<file path="src/rtl/lfsr_stream_decrypt_if.sv">
// Ciphertext-in / plaintext-out byte stream pair for the LFSR decryptor.
// The decryptor takes the slave view; the feeding/consuming side takes master.
interface lfsr_stream_decrypt_if;
  logic       s_valid;
  logic       s_ready;
  logic [7:0] s_data;
  logic       m_valid;
  logic       m_ready;
  logic [7:0] m_data;

  modport slave (
    input  s_valid, s_data, m_ready,
    output s_ready, m_valid, m_data
  );

  modport master (
    output s_valid, s_data, m_ready,
    input  s_ready, m_valid, m_data
  );
endinterface

</file>
<file path="src/rtl/lfsr_stream_decrypt.sv">
// Receive-side LFSR stream cipher: XORs each accepted ciphertext byte with the
// current 8-bit Fibonacci LFSR state and presents it through a one-entry output register.
module lfsr_stream_decrypt #(
  parameter logic [7:0] SEED  = 8'h41,
  parameter logic [7:0] TAPS  = 8'hE1,
  parameter int         CNT_W = 16
) (
  input  logic                 clk,
  input  logic                 rst,
  input  logic                 en,
  input  logic                 seed_load,
  input  logic [7:0]           seed_in,
  lfsr_stream_decrypt_if.slave bus,
  output logic [CNT_W-1:0]     byte_count,
  output logic                 busy
);

  typedef enum logic [1:0] {
    IDLE  = 2'd0,
    RUN   = 2'd1,
    DRAIN = 2'd2
  } state_t;

  state_t           state_q;
  state_t           state_d;
  logic [7:0]       lfsr_q;
  logic [7:0]       m_data_q;
  logic             m_valid_q;
  logic [CNT_W-1:0] count_q;
  logic             s_ready_c;
  logic             accept;
  logic             fb;

  assign fb     = ^(lfsr_q & TAPS);
  assign accept = bus.s_valid & s_ready_c;

  always_ff @(posedge clk) begin
    if (rst) begin
      state_q <= IDLE;
    end else begin
      state_q <= state_d;
    end
  end

  // seed_load wins over the normal IDLE/RUN/DRAIN progression
  always_comb begin
    state_d = state_q;
    if (seed_load) begin
      state_d = en ? RUN : IDLE;
    end else begin
      unique case (state_q)
        IDLE:    if (en) state_d = RUN;
        RUN:     if (!en) state_d = DRAIN;
        DRAIN: begin
          if (en) begin
            state_d = RUN;
          end else if (!m_valid_q || bus.m_ready) begin
            state_d = IDLE;
          end
        end
        default: state_d = IDLE;
      endcase
    end
  end

  always_comb begin
    s_ready_c = 1'b0;
    busy      = 1'b0;
    if (state_q == RUN && en && !seed_load) begin
      s_ready_c = !m_valid_q || bus.m_ready;
    end
    if (state_q == RUN || state_q == DRAIN) begin
      busy = 1'b1;
    end
  end

  // The keystream only advances on an accepted byte, so idle gaps never skew it
  always_ff @(posedge clk) begin
    if (rst) begin
      lfsr_q    <= SEED;
      m_data_q  <= 8'h00;
      m_valid_q <= 1'b0;
      count_q   <= '0;
    end else if (seed_load) begin
      lfsr_q    <= (seed_in == 8'h00) ? SEED : seed_in;
      m_valid_q <= 1'b0;
      count_q   <= '0;
    end else if (accept) begin
      m_data_q  <= bus.s_data ^ lfsr_q;
      m_valid_q <= 1'b1;
      lfsr_q    <= {lfsr_q[6:0], fb};
      count_q   <= count_q + CNT_W'(1);
    end else if (bus.m_ready) begin
      m_valid_q <= 1'b0;
    end
  end

  assign bus.s_ready = s_ready_c;
  assign bus.m_valid = m_valid_q;
  assign bus.m_data  = m_data_q;
  assign byte_count  = count_q;

endmodule

</file>
<file path="src/flat_wrapper.sv">
// flat-port wrapper written by rule: the top's interface ports become plain ports
module lfsr_stream_decrypt_flat 
#(
  parameter logic [7:0] SEED  = 8'h41,
  parameter logic [7:0] TAPS  = 8'hE1,
  parameter int         CNT_W = 16
)
  (clk, rst, en, seed_load, seed_in, byte_count, busy, bus_s_valid, bus_s_data, bus_m_ready, bus_s_ready, bus_m_valid, bus_m_data);
  lfsr_stream_decrypt_if bus_i ();
  input  logic clk;
  input  logic rst;
  input  logic en;
  input  logic seed_load;
  input  logic [7:0] seed_in;
  output logic [CNT_W-1:0] byte_count;
  output logic busy;
  input wire logic [$bits(bus_i.s_valid)-1:0] bus_s_valid;
  input wire logic [$bits(bus_i.s_data)-1:0] bus_s_data;
  input wire logic [$bits(bus_i.m_ready)-1:0] bus_m_ready;
  output wire logic [$bits(bus_i.s_ready)-1:0] bus_s_ready;
  output wire logic [$bits(bus_i.m_valid)-1:0] bus_m_valid;
  output wire logic [$bits(bus_i.m_data)-1:0] bus_m_data;
  assign bus_i.s_valid = bus_s_valid;
  assign bus_i.s_data = bus_s_data;
  assign bus_i.m_ready = bus_m_ready;
  assign bus_s_ready = bus_i.s_ready;
  assign bus_m_valid = bus_i.m_valid;
  assign bus_m_data = bus_i.m_data;
  lfsr_stream_decrypt #(.SEED(SEED), .TAPS(TAPS), .CNT_W(CNT_W)) u_core (.clk(clk), .rst(rst), .en(en), .seed_load(seed_load), .seed_in(seed_in), .bus(bus_i), .byte_count(byte_count), .busy(busy));
endmodule
</file>
<file path="config.mk">
export PLATFORM = sky130hd
export DESIGN_NAME = lfsr_stream_decrypt_flat
export DESIGN_NICKNAME = d
export VERILOG_FILES = /design/src/rtl/lfsr_stream_decrypt_if.sv /design/src/rtl/lfsr_stream_decrypt.sv /design/src/flat_wrapper.sv
export SDC_FILE = /design/constraint.sdc
export NUM_CORES = 1
export LEC_CHECK = 0
export BUFFER_PORTS_ARGS = -buffer_cell sky130_fd_sc_hd__buf_2
export CAP_MARGIN = 0
export CORE_ASPECT_RATIO = 0.8
export CORE_MARGIN = 2
export CORE_UTILIZATION = 46
export DETAILED_ROUTE_END_ITERATION = 6
export PLACE_DENSITY = 0.71
export SLEW_MARGIN = 20
export SYNTH_ARGS = -nofsm -noshare
export SYNTH_HDL_FRONTEND = slang
export SYNTH_SLANG_ARGS = --single-unit
</file>
<file path="constraint.sdc">
create_clock -name clk -period 1.7 [get_ports clk]
set_input_delay 0.34 -clock clk [delete_from_list [all_inputs] [get_ports clk]]
set_output_delay 0.34 -clock clk [all_outputs]
set_load 0.01 [all_outputs]
</file>
==> impl_metrics.ini, run 1 <==
[run_status]
violations = setup timing
status = complete, but fails checks

[grt]
grt_usage = 0.221
grt_antenna_before_repair = 0
grt_first_pass_wirelength_um = 7180
maximum_number_of_pins_on_one_net_before_global_route_repair = 24
grt-ovfl-total = 0
first_global_vias = 1539

[synthesis]
post_synth_mux_area_share = 0
synth.yosys.seq_area_share = 0.411
synth_cell_type_count = 39
synth-warning-count = 0
synth-edff-count = 0
synth_nets = 220
synth_xor_area_frac = 0.0822
synthAdderAreaFrac = 0.0367
synth_cells = 193
yosys.area_share.simple = 0.240
share_of_the_synthesized_area_in_compound_gates_ao_oa_aoi_oai = 0.198
synthFlopType = sky130_fd_sc_hd__dfxtp_1
synth.cell_area_sq_mm = 0.00170
ys_seq_elements = 35
combinational_family_with_the_most_area_after_synthesis = simple AND/OR/NAND/NOR gates
async_set_or_reset_register_ratio_after_synthesis = 0
synth.avg_cell_area_sq_um = 8.83

[clock_tree]
clock_insertion_delay_worst_skew_ns = 0.29
cts_tree = built
worst_setup_hold_path_clk_slew_ns = 0.08
clock_sink_count = 35
htreeDepth = 2
cts_root_buf = sky130_fd_sc_hd__clkbuf_8
cts_hold_repair.buffers = 0
tritoncts_buffer_count = 5
clock_tree.buffer_depth = 2

[worst_setup_path]
critical_path.cell_chain = inv_2 -> ha_4 -> and4b_2 -> nand4_4 -> or4_4 -> a21oi_2
critPathRequiredTime_ns = 1.93
cp-end-kind = flip-flop
critical_path.startpoint_type = flip-flop
timing.critical_path.arrival_ns = 1.97
timing_worst_setup_path_type = reg -> reg
critical_path_buf_inv_count = 1
cp_max_fo = 6
critical-path-slowest-cell = sky130_fd_sc_hd__or4_4
crit_family = simple AND/OR/NAND/NOR gates
cp_slowest_stage_delay_ns = 0.58

[route]
drt_drc_violations_left = 0
detail_route.iter0.violations = 88
drt-total-wl_um = 4450
ant_nets = 0
num_vias = 1743
via_per_inst = 5.64
wl_per_cell_um = 14.4
firstDrtPassIters = 4

[placed_design]
place_congestion = 0.803
placement.io_buffers = 48
preCtsSetupSlack_ns = -0.0671
dp_hpwl_um = 3030
dp.cells = 295
post_dp_cell_area_sq_mm = 0.00214

[die]
fp.coreArea_sq_mm = 0.00349
floorplan.rows = 19
horizontal_extent_of_the_die_um = 72.1
i_o_pin_count = 49
die_area_sq_mm = 0.00421
initial_utilization = 0.488
die_h_um = 58.4

[layout]
antenna_cells = 0
design.final.nets = 293
syn2layout_area_growth_pct = 37.1
final_cell_area_sq_mm = 0.00234
final_cell_mix = sky130_fd_sc_hd__buf_2, sky130_fd_sc_hd__dfxtp_1, sky130_fd_sc_hd__buf_4, sky130_fd_sc_hd__a21oi_1, sky130_fd_sc_hd__nor2_1
final_common_cell = sky130_fd_sc_hd__buf_2
instances_no_fill = 309
layout_cells_sized_above_1 = 0.382

[power]
combinationalPowerShare = 0.119
power.switching_uw = 439
power_report.internal_total_uw = 1230
vdd.ir_drop.worst_mv = 0.545
power_per_cell_area_mw_per_mm2 = 712
seq_power_share = 0.518
clock_power_share = 0.363
power.static_leakage_uw = 0.000910
swShare = 0.264

[timing]
relSlewSlack = 0.744
finalSetupViolations = 4
worst-slew-pin-transition_ns = 0.384
post-route-worst-setup-slack_ns = -0.0406
grt_setup_unrepaired = true
setup_tns_ns = -0.0530
hold_viol = 0
period_needed_ns = 1.74
portion_of_the_clock_cycle_consumed_by_the_worst_path_in_the_final_layout = 1.02
fin_skew_ns = 0.0112
timing.hold.ws_ns = 0.294
achievable-frequency_ghz = 0.575
slew_violations = 0

[worst_hold_path]
min_path_type = in -> reg

[flow_run]
number_of_max_capacitance_violations_reported = 0
## path summary, 6_finish.rpt
path	startpoint	cells after the start	endpoint	slack (ns)
max	u_core.state_q[1]$_SDFFE_PP0P_	6	u_core.byte_count[9]$_SDFFE_PP0P_	-0.04
min	seed_in[6]	3	u_core.lfsr_q[6]$_SDFFE_PP1P_	0.29
max reg2reg	u_core.state_q[1]$_SDFFE_PP0P_	6	u_core.byte_count[9]$_SDFFE_PP0P_	-0.04
min reg2reg	u_core.lfsr_q[2]$_SDFFE_PP0P_	2	u_core.lfsr_q[2]$_SDFFE_PP0P_	0.49
## timing repair
item / in CTS / in global routing
pin swaps: 5 / 3
resized for setup: 2 / 14
cloned: 1 / 0
buffers inserted: 3 / 2
endpoints found under the setup margin: 9 / 14
## power groups by stage
stage | Clock [uW] | Combinational [uW] | Sequential [uW]
floorplan | 0 | 106 | 880
global placement | 0 | 189 | 879
detailed placement | 0 | 190 | 879
CTS | 611 | 192 | 861
global route | 647 | 220 | 864
finish | 605 | 198 | 861
## sequential cells by signal, indices dropped and copies added (netlist names)
name / flops
u_core.bus.m_data: 8
u_core.byte_count: 16
u_core.bus.m_valid: 1
u_core.state_q: 2
u_core.lfsr_q: 8
## worst min-delay path, stage by stage
cell                      delay (ns)
sky130_fd_sc_hd__buf_2          0.08
sky130_fd_sc_hd__o21ai_0        0.07
sky130_fd_sc_hd__nand2_1        0.06
## final cells by class
| class | count | area, sq um |
|---|---|---|
| Tap cell | 42 | 52.6 |
| Multi-Input combinational cell | 147 | 1030 |
| Clock inverter | 2 | 12.5 |
| Clock buffer | 6 | 72.6 |
| Fill cell | 304 | 1160 |
| Timing Repair Buffer | 74 | 452 |
| Inverter | 3 | 11.3 |
| Sequential cell | 35 | 706 |
## through the flow
step	utilization	total power, uW
2_1_floorplan	-	985
4_1_cts	0.648	1660
3_3_place_gp	0.611	1070
6_report	0.668	1660
5_1_grt	0.668	1730
3_5_place_dp	0.611	1070
## kinds of logic (layout without fill, tap and decap cells)
group | Yosys count | after routing
AOI/OAI and AO/OA | 52 | 52
xor gates and xnor gates | 16 | 16
adders and majority gates | 5 | 5
buffers and inverters | 12 | 85
DFF | 35 | 35
and+or+nand+nor | 73 | 74
## layer usage
layer / up-vias / global-route usage / share of wire
li1: 865 / - / -
met1: 825 / 0.301 / 0.47
met2: 48 / 0.343 / 0.47
met3: 5 / 0.0599 / 0.051
met4: 0 / 0.0701 / 0.0094
met5: - / 0 / 0
## Yosys cell counts, types with 2 or more instances
cell type                  instances  share of area
sky130_fd_sc_hd__xnor2_1          13          0.067
sky130_fd_sc_hd__ha_1              5          0.037
sky130_fd_sc_hd__nand2_1          14          0.031
sky130_fd_sc_hd__a21oi_1          19          0.056
sky130_fd_sc_hd__nor4_1            3          0.011
sky130_fd_sc_hd__xor2_1            3          0.015
sky130_fd_sc_hd__o31ai_1           7          0.031
sky130_fd_sc_hd__or4_1             8          0.035
sky130_fd_sc_hd__nor2_1           16          0.035
sky130_fd_sc_hd__nand3_1           5          0.015
sky130_fd_sc_hd__nor2b_1           3          0.011
sky130_fd_sc_hd__buf_2             2         0.0059
sky130_fd_sc_hd__clkbuf_1          6          0.013
sky130_fd_sc_hd__a211oi_1          9          0.040
sky130_fd_sc_hd__nor3_1            4          0.012
sky130_fd_sc_hd__or3_1             4          0.015
sky130_fd_sc_hd__nand4_1           5          0.018
sky130_fd_sc_hd__o21ai_0           5          0.015
sky130_fd_sc_hd__inv_1             3         0.0066
sky130_fd_sc_hd__dfxtp_1          35           0.41
sky130_fd_sc_hd__a22oi_1           6          0.026
Power figures use the tool's default switching activity.
==> run 2: changes to the inputs <==
Settings changed: SKIP_LAST_GASP set to 1.
==> impl_metrics.ini, run 2 (synthesis results as in run 1) <==
[die]
i_o_pin_count = 49
fp.coreArea_sq_mm = 0.00349
initial_utilization = 0.488
horizontal_extent_of_the_die_um = 72.1
floorplan.rows = 19
die_area_sq_mm = 0.00421
die_h_um = 58.4

[clock_tree]
clock_sink_count = 35
clock_insertion_delay_worst_skew_ns = 0.29
clock_tree.buffer_depth = 2
cts_tree = built
worst_setup_hold_path_clk_slew_ns = 0.08
tritoncts_buffer_count = 5
cts_root_buf = sky130_fd_sc_hd__clkbuf_8
htreeDepth = 2

[timing]
finalSetupViolations = 1
achievable-frequency_ghz = 0.576
portion_of_the_clock_cycle_consumed_by_the_worst_path_in_the_final_layout = 1.02
relSlewSlack = 0.743
worst-slew-pin-transition_ns = 0.385
post-route-worst-setup-slack_ns = -0.0358
setup_tns_ns = -0.0358
grt_setup_unrepaired = true
slew_violations = 0
hold_viol = 0
fin_skew_ns = 0.0120
period_needed_ns = 1.74

[route]
met1_length_um = 2080
top_layer = met4
num_vias = 1742
via_per_inst = 5.64
detail_route.iter0.violations = 86
met2_length_um = 2100
drt_drc_violations_left = 0
wl_per_cell_um = 14.3
firstDrtPassIters = 4
ant_nets = 0
wl_met3_um = 209
drt-total-wl_um = 4430

[grt]
grt-ovfl-total = 0
maximum_number_of_pins_on_one_net_before_global_route_repair = 24
grt_first_pass_wirelength_um = 7180
grt_antenna_before_repair = 0
grt_usage = 0.221
first_global_vias = 1539

[worst_hold_path]
whs_path_depth = 3
min_path_type = in -> reg
worst_hold_startpoint = seed_in[6]

[placed_design]
place_congestion = 0.803
preCtsSetupSlack_ns = -0.0671
placement.io_buffers = 48
post_dp_cell_area_sq_mm = 0.00214
dp_hpwl_um = 3030

[flow_run]
number_of_max_capacitance_violations_reported = 0

[worst_setup_path]
cell_depth_of_the_worst_flop_to_flop_path = 6
critical_path.startpoint_type = flip-flop
critical-path-slowest-cell = sky130_fd_sc_hd__or4_4
timing_worst_setup_path_type = reg -> reg
timing.critical_path.arrival_ns = 1.97
r2r-start = u_core.state_q[1]$_SDFFE_PP0P_
critical_path.cell_chain = inv_2 -> ha_4 -> and4b_2 -> nand4_4 -> or4_4 -> a21oi_2
cp_slowest_stage_delay_ns = 0.58
critPathLaunch = u_core.state_q[1]$_SDFFE_PP0P_
cp-end-kind = flip-flop
cp_max_fo = 6
critPathRequiredTime_ns = 1.93

[power]
power.static_leakage_uw = 0.000908
power.total_uw = 1660
vdd.ir_drop.worst_mv = 0.544
power_per_cell_area_mw_per_mm2 = 712

[layout]
antenna_cells = 0
final_cell_mix = sky130_fd_sc_hd__buf_2, sky130_fd_sc_hd__dfxtp_1, sky130_fd_sc_hd__buf_4, sky130_fd_sc_hd__a21oi_1, sky130_fd_sc_hd__nor2_1
largest_register_ff_count = 16
design.final.nets = 293
syn2layout_area_growth_pct = 36.7
final_cell_area_sq_mm = 0.00233
final_common_cell = sky130_fd_sc_hd__buf_2
final_core_density = 0.667
layout_cells_sized_above_1 = 0.378

[run_status]
status = complete, but fails checks
violations = setup timing
-- run 2: changes by cell type in the layout (fill, tap and decap cells not counted) --
cell / previous run / this run
sky130_fd_sc_hd__buf_4: 24 / 25
sky130_fd_sc_hd__nand2_2: 1 / 0
sky130_fd_sc_hd__nand2_1: 13 / 14
sky130_fd_sc_hd__buf_6: 1 / 0
-- run 2: power by group --
part	leakage (uW)	internal [uW]	switching, uW	total (uW)
registers	0.000286	841	20.5	862
logic	0.000581	95.9	98.7	195
clock network	0.0000412	286	316	602
-- run 2: final cells by class --
class	count	area, sq um
timing repair buffer	74	448
clock inverter	2	12.5
clock buffer	6	72.6
fill	305	1160
inverter	3	11.3
multi-input combinational	147	1030
tap	42	52.6
sequential	35	706
-- run 2: final timing paths --
path / slack (ns) / end
setup / recovery: -0.04 / u_core.byte_count[9]$_SDFFE_PP0P_
hold reg to reg: 0.49 / u_core.lfsr_q[2]$_SDFFE_PP0P_
hold / removal: 0.29 / u_core.lfsr_q[6]$_SDFFE_PP1P_
setup reg to reg: -0.04 / u_core.byte_count[9]$_SDFFE_PP0P_
-- run 2: repair_timing --
item                                    4_1_cts  5_1_grt
cloned                                        1        0
resized for setup                             2       12
endpoints found under the setup margin        9       14
setup buffers                                 3        2
hold buffers                                  0        0
pin swaps                                     5        3
-- run 2: stage by stage --
step | hold slack, ns | cells
6_report | 0.294 | 309
5_1_grt | 0.335 | 309
4_1_cts | 0.290 | 307
3_3_place_gp | 0.476 | 295
2_1_floorplan | 0.461 | 193
3_5_place_dp | 0.476 | 295
-- run 2: layer usage --
| layer | up-vias | track usage |
|---|---|---|
| li1 | 866 | - |
| met1 | 830 | 0.301 |
| met2 | 41 | 0.343 |
| met3 | 5 | 0.0599 |
| met4 | 0 | 0.0701 |
| met5 | - | 0 |
-- run 2: worst max-delay path, delay by kind of cell, from the launching register on --
kind	cells	cell delay (ns)
AOI/OAI and AO/OA	1	0.12
adders and majority gates	1	0.12
buffers and inverters	1	0.07
DFF	1	0.32
and+or+nand+nor	3	1.05
==> run 3: changes to the inputs <==
Settings changed: REMOVE_ABC_BUFFERS set to 1.
==> impl_metrics.ini, run 3 (synthesis results as in run 1) <==
[run_status]
status = complete, but fails checks
violations = setup timing

[power]
vdd.ir_drop.worst_mv = 0.549
power.total_uw = 1850
power.static_leakage_uw = 0.000932
power_per_cell_area_mw_per_mm2 = 778

[flow_run]
number_of_max_capacitance_violations_reported = 0

[worst_hold_path]
timing.hold.worst_endpoint = u_core.lfsr_q[6]$_SDFFE_PP1P_
whs_path_depth = 3
min_path_type = in -> reg
worst_hold_startpoint = seed_in[6]

[worst_setup_path]
cell_depth_of_the_worst_flop_to_flop_path = 7
critical_path.cell_chain = inv_2 -> ha_4 -> and4b_2 -> buf_4 -> a21oi_1 -> a21o_1 -> a2111o_1
cp_slowest_stage_delay_ns = 0.39
cp-end-kind = flip-flop
critPathLaunch = u_core.state_q[1]$_SDFFE_PP0P_
cp_max_fo = 3
r2r_end = u_core.lfsr_q[0]$_SDFFE_PP1P_
timing_worst_setup_path_type = reg -> reg
critical_path.startpoint_type = flip-flop
r2r_setup_slack_ns = -0.04
critPathRequiredTime_ns = 1.88
critical-path-slowest-cell = sky130_fd_sc_hd__a2111o_1
crit_family = compound AO/OA/AOI/OAI gates
critical_path_buf_inv_count = 2
timing.critical_path.arrival_ns = 1.92
timing.critical_path.depth = 7
r2r-start = u_core.state_q[1]$_SDFFE_PP0P_

[route]
drt-total-wl_um = 4480
drt_drc_violations_left = 0
detail_route.iter0.violations = 149
num_vias = 1720
ant_nets = 0
wl_per_cell_um = 14.5
firstDrtPassIters = 4
via_per_inst = 5.57

[grt]
grt_antenna_before_repair = 0
first_global_vias = 1478
grt_first_pass_wirelength_um = 6820
grt-ovfl-total = 0
maximum_number_of_pins_on_one_net_before_global_route_repair = 26
grt_usage = 0.211

[die]
horizontal_extent_of_the_die_um = 72.1
floorplan.rows = 19
initial_utilization = 0.488
fp.coreArea_sq_mm = 0.00349
i_o_pin_count = 49
die_h_um = 58.4
die_area_sq_mm = 0.00421

[timing]
worst-slew-pin-transition_ns = 0.389
portion_of_the_clock_cycle_consumed_by_the_worst_path_in_the_final_layout = 1.03
hold_viol = 0
timing.hold.ws_ns = 0.278
achievable-frequency_ghz = 0.573
period_needed_ns = 1.74
fin_skew_ns = 0.00706
relSlewSlack = 0.741
grt_setup_unrepaired = true
post-route-worst-setup-slack_ns = -0.0449
setup_tns_ns = -0.107
finalSetupViolations = 5
slew_violations = 0

[layout]
antenna_cells = 0
fillerInstances = 313
final_cell_area_sq_mm = 0.00237
design.final.nets = 293
syn2layout_area_growth_pct = 39.4
final_common_cell = sky130_fd_sc_hd__buf_2
multiInputGateArea_sq_mm = 0.00102
layout_cells_sized_above_1 = 0.363
largest_register_ff_count = 16
ff_latch_area_sq_um = 703
final_cell_mix = sky130_fd_sc_hd__buf_2, sky130_fd_sc_hd__dfxtp_1, sky130_fd_sc_hd__buf_4, sky130_fd_sc_hd__a21oi_1, sky130_fd_sc_hd__nor2_1

[placed_design]
place_congestion = 0.799
post_dp_cell_area_sq_mm = 0.00212
dp_hpwl_um = 2790
placement.io_buffers = 48
preCtsSetupSlack_ns = -0.0838

[clock_tree]
worst_setup_hold_path_clk_slew_ns = 0.08
clock_sink_count = 35
tritoncts_buffer_count = 5
htreeDepth = 2
clock_insertion_delay_worst_skew_ns = 0.30
cts_root_buf = sky130_fd_sc_hd__clkbuf_8
cts_hold_repair.buffers = 0
clock_tree.buffer_depth = 2
cts_tree = built
## run 3: layer usage
metal  routed length, um  GRT usage  up-vias
met1                2050      0.277      795
met4                  10     0.0566        0
li1                    -          -      869
met2                2100      0.319       54
met3                 312     0.0925        2
met5                   0          0        -
## run 3: area by class of cell
type                       instances  share of cell area
timing repair buffer              74               0.198
clock buffer                       6              0.0348
multi-input combinational        147               0.430
tap                               42              0.0221
clock inverter                     2              0.0148
inverter                           3             0.00474
sequential                        35               0.296
## run 3: what timing repair did
action	CTS	global route
setup buffers	2	3
cloned	1	1
setup endpoints to repair	12	31
resized for setup	6	8
pin swaps	8	5
## run 3: stage by stage
stage / util / cells
after CTS: 0.652 / 305
after global placement: 0.605 / 294
after detailed placement: 0.605 / 294
after global routing: 0.680 / 309
after floorplan: - / 184
final: 0.680 / 309
## run 3: worst max-delay path by stage
stage                                               endpoint  slack (ns)
final                          u_core.lfsr_q[0]$_SDFFE_PP1P_       -0.04
after detailed placement  u_core.byte_count[13]$_SDFFE_PP0P_       -0.08
after global routing      u_core.byte_count[10]$_SDFFE_PP0P_       -0.12
after CTS                  u_core.byte_count[9]$_SDFFE_PP0P_       -0.01
after floorplan           u_core.byte_count[12]$_SDFFE_PP0P_       -0.13
after global placement    u_core.byte_count[12]$_SDFFE_PP0P_       -0.06
## run 3: where the power goes
group          total, uW  switching [uW]  internal (uW)
combinational        198            98.0           99.9
clock                787             312            475
sequential           862            20.7            841
## run 3: worst min-delay path, delay by kind of cell
| kind | cells | cell delay [ns] |
|---|---|---|
| AOI/OAI and AO/OA | 1 | 0.07 |
| and+or+nand+nor | 1 | 0.06 |
| buffers and inverters | 1 | 0.08 |
